[src/rtl/pcm_i2s_frame_packer.sv]
// Packs a little-endian PCM byte stream (16- or 24-bit stereo) into 64-bit
// MSB-aligned frame words {left_slot, right_slot} for the I2S audio FIFO.
module pcm_i2s_frame_packer #(
   parameter int CNT_W = 16
) (
   input  logic             i_clk,
   input  logic             i_rst,
   input  logic [7:0]       i_byte_data,
   input  logic             i_byte_valid,
   input  logic             i_frame_start,
   output logic             o_byte_ready,
   input  logic             i_sample_fmt,
   input  logic             i_mute,
   output logic             o_fifo_wr_en,
   output logic [63:0]      o_fifo_wdata,
   input  logic             i_fifo_full,
   output logic [CNT_W-1:0] o_frame_cnt,
   output logic [CNT_W-1:0] o_resync_cnt
);

   logic [2:0]       idx_q, idx_d;
   logic             pending_q, pending_d;
   logic             fmt_q, fmt_d;
   logic [23:0]      left_q, left_d;
   logic [23:0]      right_q, right_d;
   logic             wr_en_q, wr_en_d;
   logic [63:0]      wdata_q, wdata_d;
   logic [CNT_W-1:0] frame_cnt_q, frame_cnt_d;
   logic [CNT_W-1:0] resync_cnt_q, resync_cnt_d;

   logic             byte_accept;
   logic             restart;
   logic             frame_fmt;
   logic [2:0]       cur_idx;
   logic [2:0]       last_idx;
   logic [31:0]      left_slot;
   logic [31:0]      right_slot;

   // Ready comes straight from the pending flag, so accept and write never
   // collide on the same edge and the FIFO full flag never reaches o_byte_ready.
   assign byte_accept = i_byte_valid && !pending_q;

   // The format is captured on the first byte of a frame and held until its end.
   assign restart   = i_frame_start || (idx_q == 3'd0);
   assign frame_fmt = restart ? i_sample_fmt : fmt_q;
   assign cur_idx   = i_frame_start ? 3'd0 : idx_q;
   assign last_idx  = frame_fmt ? 3'd5 : 3'd3;

   assign left_slot  = fmt_q ? {left_q, 8'h00}  : {left_q[15:0], 16'h0000};
   assign right_slot = fmt_q ? {right_q, 8'h00} : {right_q[15:0], 16'h0000};

   always_comb begin
      // NOTE: every next-state signal gets its hold value first so no path through this block can infer a latch.
      idx_d        = idx_q;
      pending_d    = pending_q;
      fmt_d        = fmt_q;
      left_d       = left_q;
      right_d      = right_q;
      wr_en_d      = 1'b0;
      wdata_d      = wdata_q;
      frame_cnt_d  = frame_cnt_q;
      resync_cnt_d = resync_cnt_q;

      if (byte_accept) begin
         if (restart) begin
            fmt_d = i_sample_fmt;
         end
         if (i_frame_start && (idx_q != 3'd0)) begin
            resync_cnt_d = resync_cnt_q + CNT_W'(1);
         end

         case ({frame_fmt, cur_idx})
            4'b0_000: left_d[7:0]    = i_byte_data;
            4'b0_001: left_d[15:8]   = i_byte_data;
            4'b0_010: right_d[7:0]   = i_byte_data;
            4'b0_011: right_d[15:8]  = i_byte_data;
            4'b1_000: left_d[7:0]    = i_byte_data;
            4'b1_001: left_d[15:8]   = i_byte_data;
            4'b1_010: left_d[23:16]  = i_byte_data;
            4'b1_011: right_d[7:0]   = i_byte_data;
            4'b1_100: right_d[15:8]  = i_byte_data;
            4'b1_101: right_d[23:16] = i_byte_data;
            default: ;
         endcase

         if (cur_idx == last_idx) begin
            pending_d = 1'b1;
            idx_d     = 3'd0;
         end else begin
            idx_d = cur_idx + 3'd1;
         end
      end

      if (pending_q && !i_fifo_full) begin
         wr_en_d     = 1'b1;
         wdata_d     = i_mute ? 64'd0 : {left_slot, right_slot};
         pending_d   = 1'b0;
         frame_cnt_d = frame_cnt_q + CNT_W'(1);
      end
   end

   always_ff @(posedge i_clk) begin
      if (i_rst) begin
         idx_q        <= 3'd0;
         pending_q    <= 1'b0;
         fmt_q        <= 1'b0;
         left_q       <= 24'd0;
         right_q      <= 24'd0;
         wr_en_q      <= 1'b0;
         wdata_q      <= 64'd0;
         frame_cnt_q  <= '0;
         resync_cnt_q <= '0;
      end else begin
         // NOTE: non-blocking assignments keep every register sampling pre-edge values regardless of statement order.
         idx_q        <= idx_d;
         pending_q    <= pending_d;
         fmt_q        <= fmt_d;
         left_q       <= left_d;
         right_q      <= right_d;
         wr_en_q      <= wr_en_d;
         wdata_q      <= wdata_d;
         frame_cnt_q  <= frame_cnt_d;
         resync_cnt_q <= resync_cnt_d;
      end
   end

   assign o_byte_ready = !pending_q;
   assign o_fifo_wr_en = wr_en_q;
   assign o_fifo_wdata = wdata_q;
   assign o_frame_cnt  = frame_cnt_q;
   assign o_resync_cnt = resync_cnt_q;

endmodule

[config.mk]
export PLATFORM = sky130hd
export DESIGN_NAME = pcm_i2s_frame_packer
export DESIGN_NICKNAME = d
export VERILOG_FILES = /design/src/rtl/pcm_i2s_frame_packer.sv
export SDC_FILE = /design/constraint.sdc
export NUM_CORES = 1
export LEC_CHECK = 0
export BUFFER_PORTS_ARGS = -buffer_cell sky130_fd_sc_hd__buf_2
export CAP_MARGIN = 20
export CORE_ASPECT_RATIO = 0.5
export CORE_UTILIZATION = 54
export CTS_CLUSTER_SIZE = 12
export DETAILED_ROUTE_END_ITERATION = 8
export HOLD_SLACK_MARGIN = 0.15
export PLACE_DENSITY = 0.79
export SYNTH_ARGS = -nofsm -noshare
export SYNTH_HDL_FRONTEND = slang
export SYNTH_SLANG_ARGS = --single-unit
[constraint.sdc]
create_clock -name i_clk -period 2.3 [get_ports i_clk]
set_input_delay 0 -clock i_clk [delete_from_list [all_inputs] [get_ports i_clk]]
set_output_delay 0 -clock i_clk [all_outputs]
set_load 0.01 [all_outputs]
==> out/metrics.yaml, run 1 <==
synthDistinctLibCells: 42
drtIter0Drc: 301
numCtsBuffers: 17
crit_buf_inv: 1
wl_mm: 12.4
root_buffer: "clkbuf_16"
avgRoutedWirePerCell_um: 14.7
clk_pin_slew_ns: 0.06
synth_top_area_share: 0.488
synth_cells: 592
design.die.area_um2: 10600
cts.htree.levels: 4
ys_ff_latch: 134
register_area_um2: 2680
period_minus_slack_ns: 2.12
power_frac_comb: 0.055
yosysTopAreaCell: "dfxtp_1"
fin_worst_skew_ns: 0.00774
drc: 0
yosysSeqAreaShare: 0.488
fin_ws_ns: 0.185
p_seq_frac: 0.438
syn_area_um2: 5490
antenna_found_initial: 0
viasPerCell: 5.39
swShare: 0.230
slowest_stage: "dfxtp_1"
dieHeight_um: 73.3
initial_core_util: 0.568
fill_cells: 709
grt_pass1_wl_mm: 19.8
clk_path_buf_depth: 2
crit_path_start_kind: "register"
endpoint_kind: "register"
core_um2: 9670
path_class: "reg2reg"
synth_area_per_cell_um2: 9.28
rsz0062_at_grt: "true"
grt_pass1_vias: 4073
worstMarginPinSlew_ns: 0.900
post-cts-setup-buffers: 0
drive_above_1_share: 0.208
cp_data_required_time_ns: 2.56
fp.dieW_um: 145
dr_total_vias: 4554
io_pins: 113
min_path_type: "in2reg"
power_frac_clock: 0.508
syn_to_final_growth_pct: 23.8
p_leak_nw: 2.78
cp_common_cell: "nor2_1"
status: "complete, no violations"
final_nets: 721
hold_violations: 0
io_buffers: 96
diodes: 0
finalSetupViolations: 0
rows: 25
overflow: 0
grt_max_degree: 92
timing.fmax_mhz: 473
synthTopCellsByArea: "dfxtp_1 (49%), mux2i_1 (12%), nand2_1 (5.1%), nor2_1 (4.2%), o21ai_0 (3.6%)"
clock_latency_ns: 0.42
ant_nets: 0
drv_cap: 0
drtPass1Iterations: 7
multi_input_area_um2: 2620
p_sw_mw: 1.24
gp_congestion: 0.765
clock-sinks: 134
p_per_area_nw_per_um2: 796
fin_crit_sh: 0.920
cp.arrival_ns: 2.38
irDropWorstVdd_mv: 0.518
report.final.slew_viol_count: 0
cts_tree: "built"
path_cells: "nor3_2 > nor2_1 > mux2i_2 > inv_1 > ha_1 > o21ai_1 > nor2_4 > mux2i_1 > nor2_1"
cp_top_family: "multiplexers"
grt_usage: 0.247
relSlewSlack: 0.400
slowest_delay_ns: 0.41
dp_slack_ns: 0.105
dp_hpwl_mm: 8.08
crit_fanout: 8
p_int_mw: 4.17
utilization: 0.704
ys_warn_count: 0
-- cells by family after synthesis --
group           synth area share
compound gates             0.108
xor+xnor                  0.0271
fa+ha+maj                 0.0205
buf+inv                   0.0499
flops                      0.488
mux                        0.126
other cells             0.000683
simple gates               0.179
-- worst reg2reg max path, cell delays in order, from the launching register on --
cell and delay, ns:
dfxtp_1 0.41, nor3_2 0.07, nor2_1 0.15, mux2i_2 0.29, inv_1 0.10, ha_1 0.26
o21ai_1 0.25, nor2_4 0.12, mux2i_1 0.24, nor2_1 0.07
-- registers in the layout, indices dropped and copies added, names as in the netlist --
name and cells:
o_fifo_wdata 48, left_q 24, right_q 24, o_frame_cnt 16
o_resync_cnt 16, idx_q 3, fmt_q 1, o_fifo_wr_en 1
pending_q 1
-- routing by layer --
layer  vias to the layer above  share of wire  track usage  wire [µm]
li1                       2235              -            -          -
met4                         0          0.014       0.0924        178
met2                       143           0.45        0.392       5630
met5                         -              0            0          0
met1                      2158           0.48        0.324       5980
met3                        18          0.052       0.0652        648
-- power groups by stage --
stage               Clock (mW)  Sequential, mW  Combinational, mW
floorplan                    0            2.41              0.208
global placement             0            2.42              0.255
detailed placement           0            2.42              0.261
CTS                       2.79            2.37              0.280
global route              2.90            2.37              0.322
finish                    2.75            2.37              0.295
-- repair_timing --
| item | CTS | global route |
|---|---|---|
| setup endpoints to repair | 0 | 25 |
| endpoints found under the hold margin | 89 | 0 |
| gates resized for setup | 0 | 6 |
| hold buffers | 13 | 0 |
-- worst paths after layout --
check,start,end,slack [ns],cells after the start
max,idx_q[1],left_q[2],0.18,9
min,i_mute,o_fifo_wdata[26],0.24,5
max reg2reg,idx_q[1],left_q[2],0.18,9
min reg2reg,o_fifo_wdata[51],o_fifo_wdata[51],0.45,2
-- cells in the mapped netlist --
cell and number:
nand2b_1 6, mux2_1 3, mux2i_1 66, nand3b_1 2, nor3_2 1, a22oi_1 2
o41ai_1 1, nor4_2 1, and2_1 1, and4b_1 1, buf_2 6, or3_1 8
buf_4 16, o21ai_0 40, conb_1 1, a22o_1 17, nand4b_1 1, nor2_1 62
nor2_2 3, nor2b_1 5, a211oi_1 3, a21oi_1 28, o31ai_1 3, o211a_1 1
and4_1 2, o21bai_1 1, or4_1 3, nand3b_4 1, ha_1 9, xnor2_1 11
clkbuf_1 24, nor3_1 7, a31o_2 2, xor2_1 6, nand3_1 11, nand4_1 8
and3_1 5, inv_1 8, nor4_1 6, nand2_1 75, dfxtp_1 134, buf_1 1
-- cell usage in the layout (no fill, tap or decap), types with 11 or more instances in the layout --
master / instances
mux2i_1: 65
o21ai_0: 39
clkbuf_16: 17
nor2_1: 61
nand3_1: 11
a21oi_1: 28
xnor2_1: 11
a22o_1: 17
nand2_1: 75
conb_1: 16
dlygate4sd3_1: 13
buf_2: 96
dfxtp_1: 133
-- area by class of cell --
type	count	share of cell area
flip-flops and latches	134	0.395
multi-input cells	418	0.385
repair buffers	118	0.103
clock buffers	18	0.0631
clock inverters	14	0.0256
well taps	135	0.0248
inverters	8	0.00441
-- stage by stage --
| step | power, mW | area, µm² | hold WS, ns | instances | setup TNS (ns) |
|---|---|---|---|---|---|
| global route | 5.60 | 6800 | 0.303 | 845 | -0.0629 |
| CTS | 5.44 | 6760 | 0.241 | 844 | 0 |
| floorplan | 2.62 | 5550 | 0.0768 | 607 | 0 |
| global placement | 2.68 | 6020 | 0.204 | 799 | 0 |
| finish | 5.42 | 6800 | 0.238 | 845 | 0 |
| detailed placement | 2.68 | 6020 | 0.206 | 799 | 0 |
Note: power is estimated with default switching activity, not from simulation.
==> run 2, diff against run 1 <==
--- a/config.mk
+++ b/config.mk
@@ -8,8 +8,9 @@
 export BUFFER_PORTS_ARGS = -buffer_cell sky130_fd_sc_hd__buf_2
 export CAP_MARGIN = 20
 export CORE_ASPECT_RATIO = 0.5
+export CORE_MARGIN = 2
 export CORE_UTILIZATION = 54
-export CTS_CLUSTER_SIZE = 12
+export CTS_CLUSTER_SIZE = 10
 export DETAILED_ROUTE_END_ITERATION = 8
 export HOLD_SLACK_MARGIN = 0.15
 export PLACE_DENSITY = 0.79
==> out/metrics.yaml, run 2 (same netlist as run 1, synthesis figures left out) <==
status: "complete, no violations"
drive_above_1_share: 0.209  # +0.000294
timing.fmax_mhz: 467  # -1.2%
crit_path_start_kind: "register"
drv_cap: 0  # unchanged
drtIter0Drc: 285  # -5.3%
clk_pin_slew_ns: 0.06  # about the same
root_buffer: "clkbuf_16"
avgRoutedWirePerCell_um: 15.2  # +3.1%
grt_pass1_vias: 4089  # +0.39%
irDropWorstVdd_mv: 0.558  # +7.8%
endpoint_kind: "register"
hold_violations: 0  # unchanged
io_pins: 113  # unchanged
core_um2: 9670  # unchanged
r2r_slack_ns: 0.16  # -0.03 ns
gp_congestion: 0.836  # +9.3%
crit_fanout: 8  # unchanged
endpoint: "right_q[3]"
p_per_area_nw_per_um2: 807  # +1.3%
design.die.area_um2: 11000  # +4.1%
io_buffers: 96  # unchanged
final_nets: 721  # unchanged
rows: 25  # unchanged
largest_reg_flops: 48  # unchanged
cts_tree: "built"
ant_nets: 0  # unchanged
p_leak_nw: 2.78  # +0.13%
stdcell_count: 844  # -0.12%
worstMarginPinSlew_ns: 0.909  # +0.00949 ns
rr_startpoint: "idx_q[1]"
dr_total_vias: 4544  # -0.22%
mostFrequentLayoutCells: "dfxtp_1 (133), buf_2 (96), nand2_1 (75)"
final_common_cell: "dfxtp_1"
drtPass1Iterations: 5  # -2
grt_max_degree: 92  # unchanged
syn_to_final_growth_pct: 24.1
finalSetupViolations: 0  # unchanged
dp_hpwl_mm: 8.10  # +0.23%
wl_mm: 12.8  # +3.0%
grt_usage: 0.237  # -0.00982
diodes: 0  # unchanged
post-cts-setup-buffers: 0  # unchanged
clock-sinks: 134  # unchanged
cts.htree.levels: 4  # unchanged
utilization: 0.705  # +0.00129
clock_latency_ns: 0.42  # about the same
report.final.slew_viol_count: 0  # unchanged
cp_data_required_time_ns: 2.56  # about the same
finalPower_mw: 5.50  # +1.5%
dieHeight_um: 75.3  # +2.7%
fp.dieW_um: 147  # +1.4%
relSlewSlack: 0.394  # -0.00633
fin_crit_sh: 0.931  # +0.0110
grt_pass1_wl_mm: 20.5  # +3.3%
worstHoldStart: "i_mute"
reg2reg_to: "right_q[3]"
numCtsBuffers: 17  # unchanged
min_path_type: "in2reg"
antenna_found_initial: 0  # unchanged
clk_path_buf_depth: 2  # unchanged
fin_worst_skew_ns: 0.0117  # +0.00393 ns
finalSetupTns_ns: 0  # unchanged
viasPerCell: 5.38  # -0.10%
initial_core_util: 0.568  # unchanged
cp.arrival_ns: 2.40  # +0.02 ns
placedCellCount: 799  # unchanged
period_minus_slack_ns: 2.14  # +0.0253 ns
rr_worst_depth: 9  # unchanged
critPathLaunch: "idx_q[1]"
overflow: 0  # unchanged
path_class: "reg2reg"
drc: 0  # unchanged
## run 2: changes by cell type in the layout (fill, tap and decap cells not counted), sizes merged
cell / previous run / this run
clkbuf: 18 / 17
clkinv: 7 / 4
inv: 11 / 14
## run 2: area by class of cell
class / instances / area, µm²
fill: 745 / 2850
sequential: 134 / 2680
multi-input combinational: 418 / 2620
timing repair buffer: 118 / 698
clock buffer: 17 / 425
clock inverter: 14 / 190
tap: 135 / 169
inverter: 8 / 30.0
## run 2: timing repair
action	4_1_cts	5_1_grt
resized for setup	0	6
hold buffers	13	0
endpoints found under the setup margin	0	32
endpoints found under the hold margin	81	0
## run 2: where the power goes
part           switching, mW  internal [mW]  leakage, nW
clock network           1.10           1.73        0.299
registers             0.0251           2.35         1.08
logic                  0.182          0.113         1.40
total                   1.31           4.19         2.78
## run 2: worst max-delay path, cell delays in order (launching register included)
cell	delay (ns)
dfxtp_1	0.42
nor3_2	0.07
nor2_1	0.15
mux2i_2	0.30
inv_1	0.11
ha_1	0.26
a22oi_1	0.27
nor2_4	0.14
mux2i_1	0.21
nor2_1	0.06
## run 2: worst min path at each step
stage,end,cells past startpoint
2_1_floorplan,o_fifo_wr_en,1
3_3_place_gp,o_fifo_wr_en,2
3_5_place_dp,o_fifo_wr_en,2
4_1_cts,o_fifo_wdata[53],5
5_1_grt,o_fifo_wdata[49],5
6_report,o_fifo_wdata[53],5
## run 2: per-layer routing
layer / wire [µm] / track usage / up-vias
li1: - / - / 2239
met5: 0 / 0 / -
met3: 587 / 0.0485 / 14
met4: 165 / 0.0982 / 0
met2: 6000 / 0.398 / 110
met1: 6040 / 0.309 / 2181
## run 2: per-stage QoR
| stage | cell area, µm² | hold slack (ns) | setup WS (ns) |
|---|---|---|---|
| after floorplan | 5550 | 0.0768 | 0.267 |
| after global placement | 6020 | 0.204 | 0.181 |
| after detailed placement | 6020 | 0.207 | 0.0767 |
| after CTS | 6770 | 0.235 | 0.00702 |
| after global routing | 6820 | 0.285 | -0.0124 |
| final | 6820 | 0.243 | 0.160 |
==> run 3, diff against run 2 <==
--- a/config.mk
+++ b/config.mk
@@ -9,11 +9,12 @@
 export CAP_MARGIN = 20
 export CORE_ASPECT_RATIO = 0.5
 export CORE_MARGIN = 2
-export CORE_UTILIZATION = 54
+export CORE_UTILIZATION = 57
+export CTS_BUF_LIST = sky130_fd_sc_hd__clkbuf_8
 export CTS_CLUSTER_SIZE = 10
 export DETAILED_ROUTE_END_ITERATION = 8
 export HOLD_SLACK_MARGIN = 0.15
-export PLACE_DENSITY = 0.79
+export PLACE_DENSITY = 0.83
 export SYNTH_ARGS = -nofsm -noshare
 export SYNTH_HDL_FRONTEND = slang
 export SYNTH_SLANG_ARGS = --single-unit
==> out/metrics.yaml, run 3 (same netlist as run 1, synthesis figures left out) <==
final_area_um2: 6620  # -2.9%
viasPerCell: 5.29  # -1.8%
r2r_slack_ns: 0.13  # -0.03 ns
final_common_cell: "dfxtp_1"
io_buffers: 96  # unchanged
p_per_area_nw_per_um2: 721  # -11%
dr_total_vias: 4453  # -2.0%
grt_pass1_vias: 3915  # -4.3%
cp.arrival_ns: 2.45  # +0.05 ns
timing.fmax_mhz: 461  # -1.4%
post-cts-setup-buffers: 0  # unchanged
antenna_found_initial: 0  # unchanged
dp_hpwl_mm: 7.82  # -3.4%
crit_path_start_kind: "register"
fin_ws_ns: 0.130  # -0.0298 ns
whs_path_depth: 5  # unchanged
io_pins: 113  # unchanged
drc: 0  # unchanged
p_sw_mw: 1.12  # -14%
clk_pin_slew_ns: 0.08  # +0.02 ns
syn_to_final_growth_pct: 20.5
numCtsBuffers: 17  # unchanged
rows: 25  # unchanged
dieHeight_um: 73.4  # -2.5%
crit_fanout: 8  # unchanged
avgRoutedWirePerCell_um: 14.6  # -3.5%
rsz0062_at_grt: "true"
worstMarginPinSlew_ns: 0.918  # +0.00862 ns
report.final.slew_viol_count: 0  # unchanged
fp.dieW_um: 143  # -2.6%
initial_core_util: 0.583  # +0.0151
p_leak_nw: 2.69  # -3.5%
period_minus_slack_ns: 2.17  # +0.0298 ns
endpoint_kind: "register"
critPathLaunch: "idx_q[1]"
fin_worst_skew_ns: 0.00955  # -0.00212 ns
root_buffer: "clkbuf_8"
overflow: 0  # unchanged
ant_nets: 0  # unchanged
worstHoldEndpoint: "o_fifo_wdata[19]"
dp_slack_ns: 0.0713  # -0.00544 ns
clk_path_buf_depth: 2  # unchanged
mostFrequentLayoutCells: "dfxtp_1 (133), buf_2 (96), nand2_1 (75)"
grt_usage: 0.242  # +0.00534
drtIter0Drc: 195  # -32%
wl_mm: 12.3  # -3.7%
diodes: 0  # unchanged
clock-sinks: 134  # unchanged
status: "complete, no violations"
hold_violations: 0  # unchanged
finalSetupViolations: 0  # unchanged
fin_crit_sh: 0.944  # +0.0129
final_nets: 720  # -0.14%
drtPass1Iterations: 4  # -1
power_frac_clock: 0.443  # -0.072
p_int_mw: 3.66  # -13%
grt_max_degree: 92  # unchanged
p_seq_frac: 0.496  # +0.065
irDropWorstVdd_mv: 0.429  # -23%
holdWs_ns: 0.211  # -0.0319 ns
gp_congestion: 0.783  # -6.4%
cp_data_required_time_ns: 2.58  # +0.02 ns
finalSetupTns_ns: 0  # unchanged
path_class: "reg2reg"
relSlewSlack: 0.388  # -0.00575
design.die.area_um2: 10500  # -5.1%
core_um2: 9420  # -2.6%
cts_tree: "built"
cts.htree.levels: 4  # unchanged
min_path_type: "in2reg"
swShare: 0.234  # -0.00311
largest_reg_flops: 48  # unchanged
rr_worst_depth: 8  # -1
rr_startpoint: "idx_q[1]"
drv_cap: 0  # unchanged
grt_pass1_wl_mm: 19.7  # -3.9%
clock_latency_ns: 0.44  # +0.02 ns
reg2reg_to: "left_q[11]"
worstHoldStart: "i_mute"
dpl_cell_area_um2: 6020  # -0.12%
power_frac_comb: 0.061  # +0.007
utilization: 0.703  # -0.00212
drive_above_1_share: 0.207  # -0.00224
[run 3: how the worst max path moves through the flow]
| stage | to | slack [ns] | cells past startpoint |
|---|---|---|---|
| after floorplan | left_q[0] | 0.27 | 8 |
| after global placement | left_q[2] | 0.19 | 8 |
| after detailed placement | right_q[11] | 0.07 | 8 |
| after CTS | right_q[3] | 0.06 | 8 |
| after global routing | right_q[3] | -0.006 | 9 |
| final | left_q[11] | 0.13 | 8 |
[run 3: stage by stage]
stage / power (mW) / std cells
global route: 4.94 / 842
global placement: 2.67 / 798
floorplan: 2.62 / 607
finish: 4.77 / 842
CTS: 4.80 / 841
detailed placement: 2.68 / 798
[run 3: what timing repair did]
| action | 4_1_cts | 5_1_grt |
|---|---|---|
| resized for setup | 0 | 6 |
| setup endpoints to repair | 0 | 30 |
| hold buffers | 13 | 0 |
| hold endpoints to repair | 95 | 0 |
[run 3: worst max-delay path, cell delays in order, from the launching register on]
cell	delay, ns
dfxtp_1	0.43
nor3_2	0.07
nor2_1	0.14
mux2i_2	0.30
inv_1	0.10
ha_1	0.26
o211a_2	0.37
mux2i_1	0.27
nor2_1	0.09
[run 3: power groups by stage]
stage / Clock, mW / Combinational (mW) / Sequential, mW
4_1_cts: 2.15 / 0.277 / 2.37
3_3_place_gp: 0 / 0.254 / 2.42
6_report: 2.11 / 0.293 / 2.37
3_5_place_dp: 0 / 0.258 / 2.42
2_1_floorplan: 0 / 0.208 / 2.41
5_1_grt: 2.25 / 0.320 / 2.37
[run 3: layout make-up]
| type | instances | area (µm²) |
|---|---|---|
| clock buffers | 18 | 248 |
| inverters | 8 | 30.0 |
| flip-flops and latches | 134 | 2680 |
| repair buffers | 117 | 691 |
| multi-input cells | 418 | 2620 |
| fillers | 707 | 2800 |
| clock inverters | 12 | 179 |
| well taps | 135 | 169 |
[run 3: per-layer routing]
metal	wire [µm]	up-vias	track usage
met5	0	-	0
met4	163	0	0.0814
met3	693	14	0.0613
met2	5580	120	0.384
met1	5880	2092	0.327
li1	-	2227	-
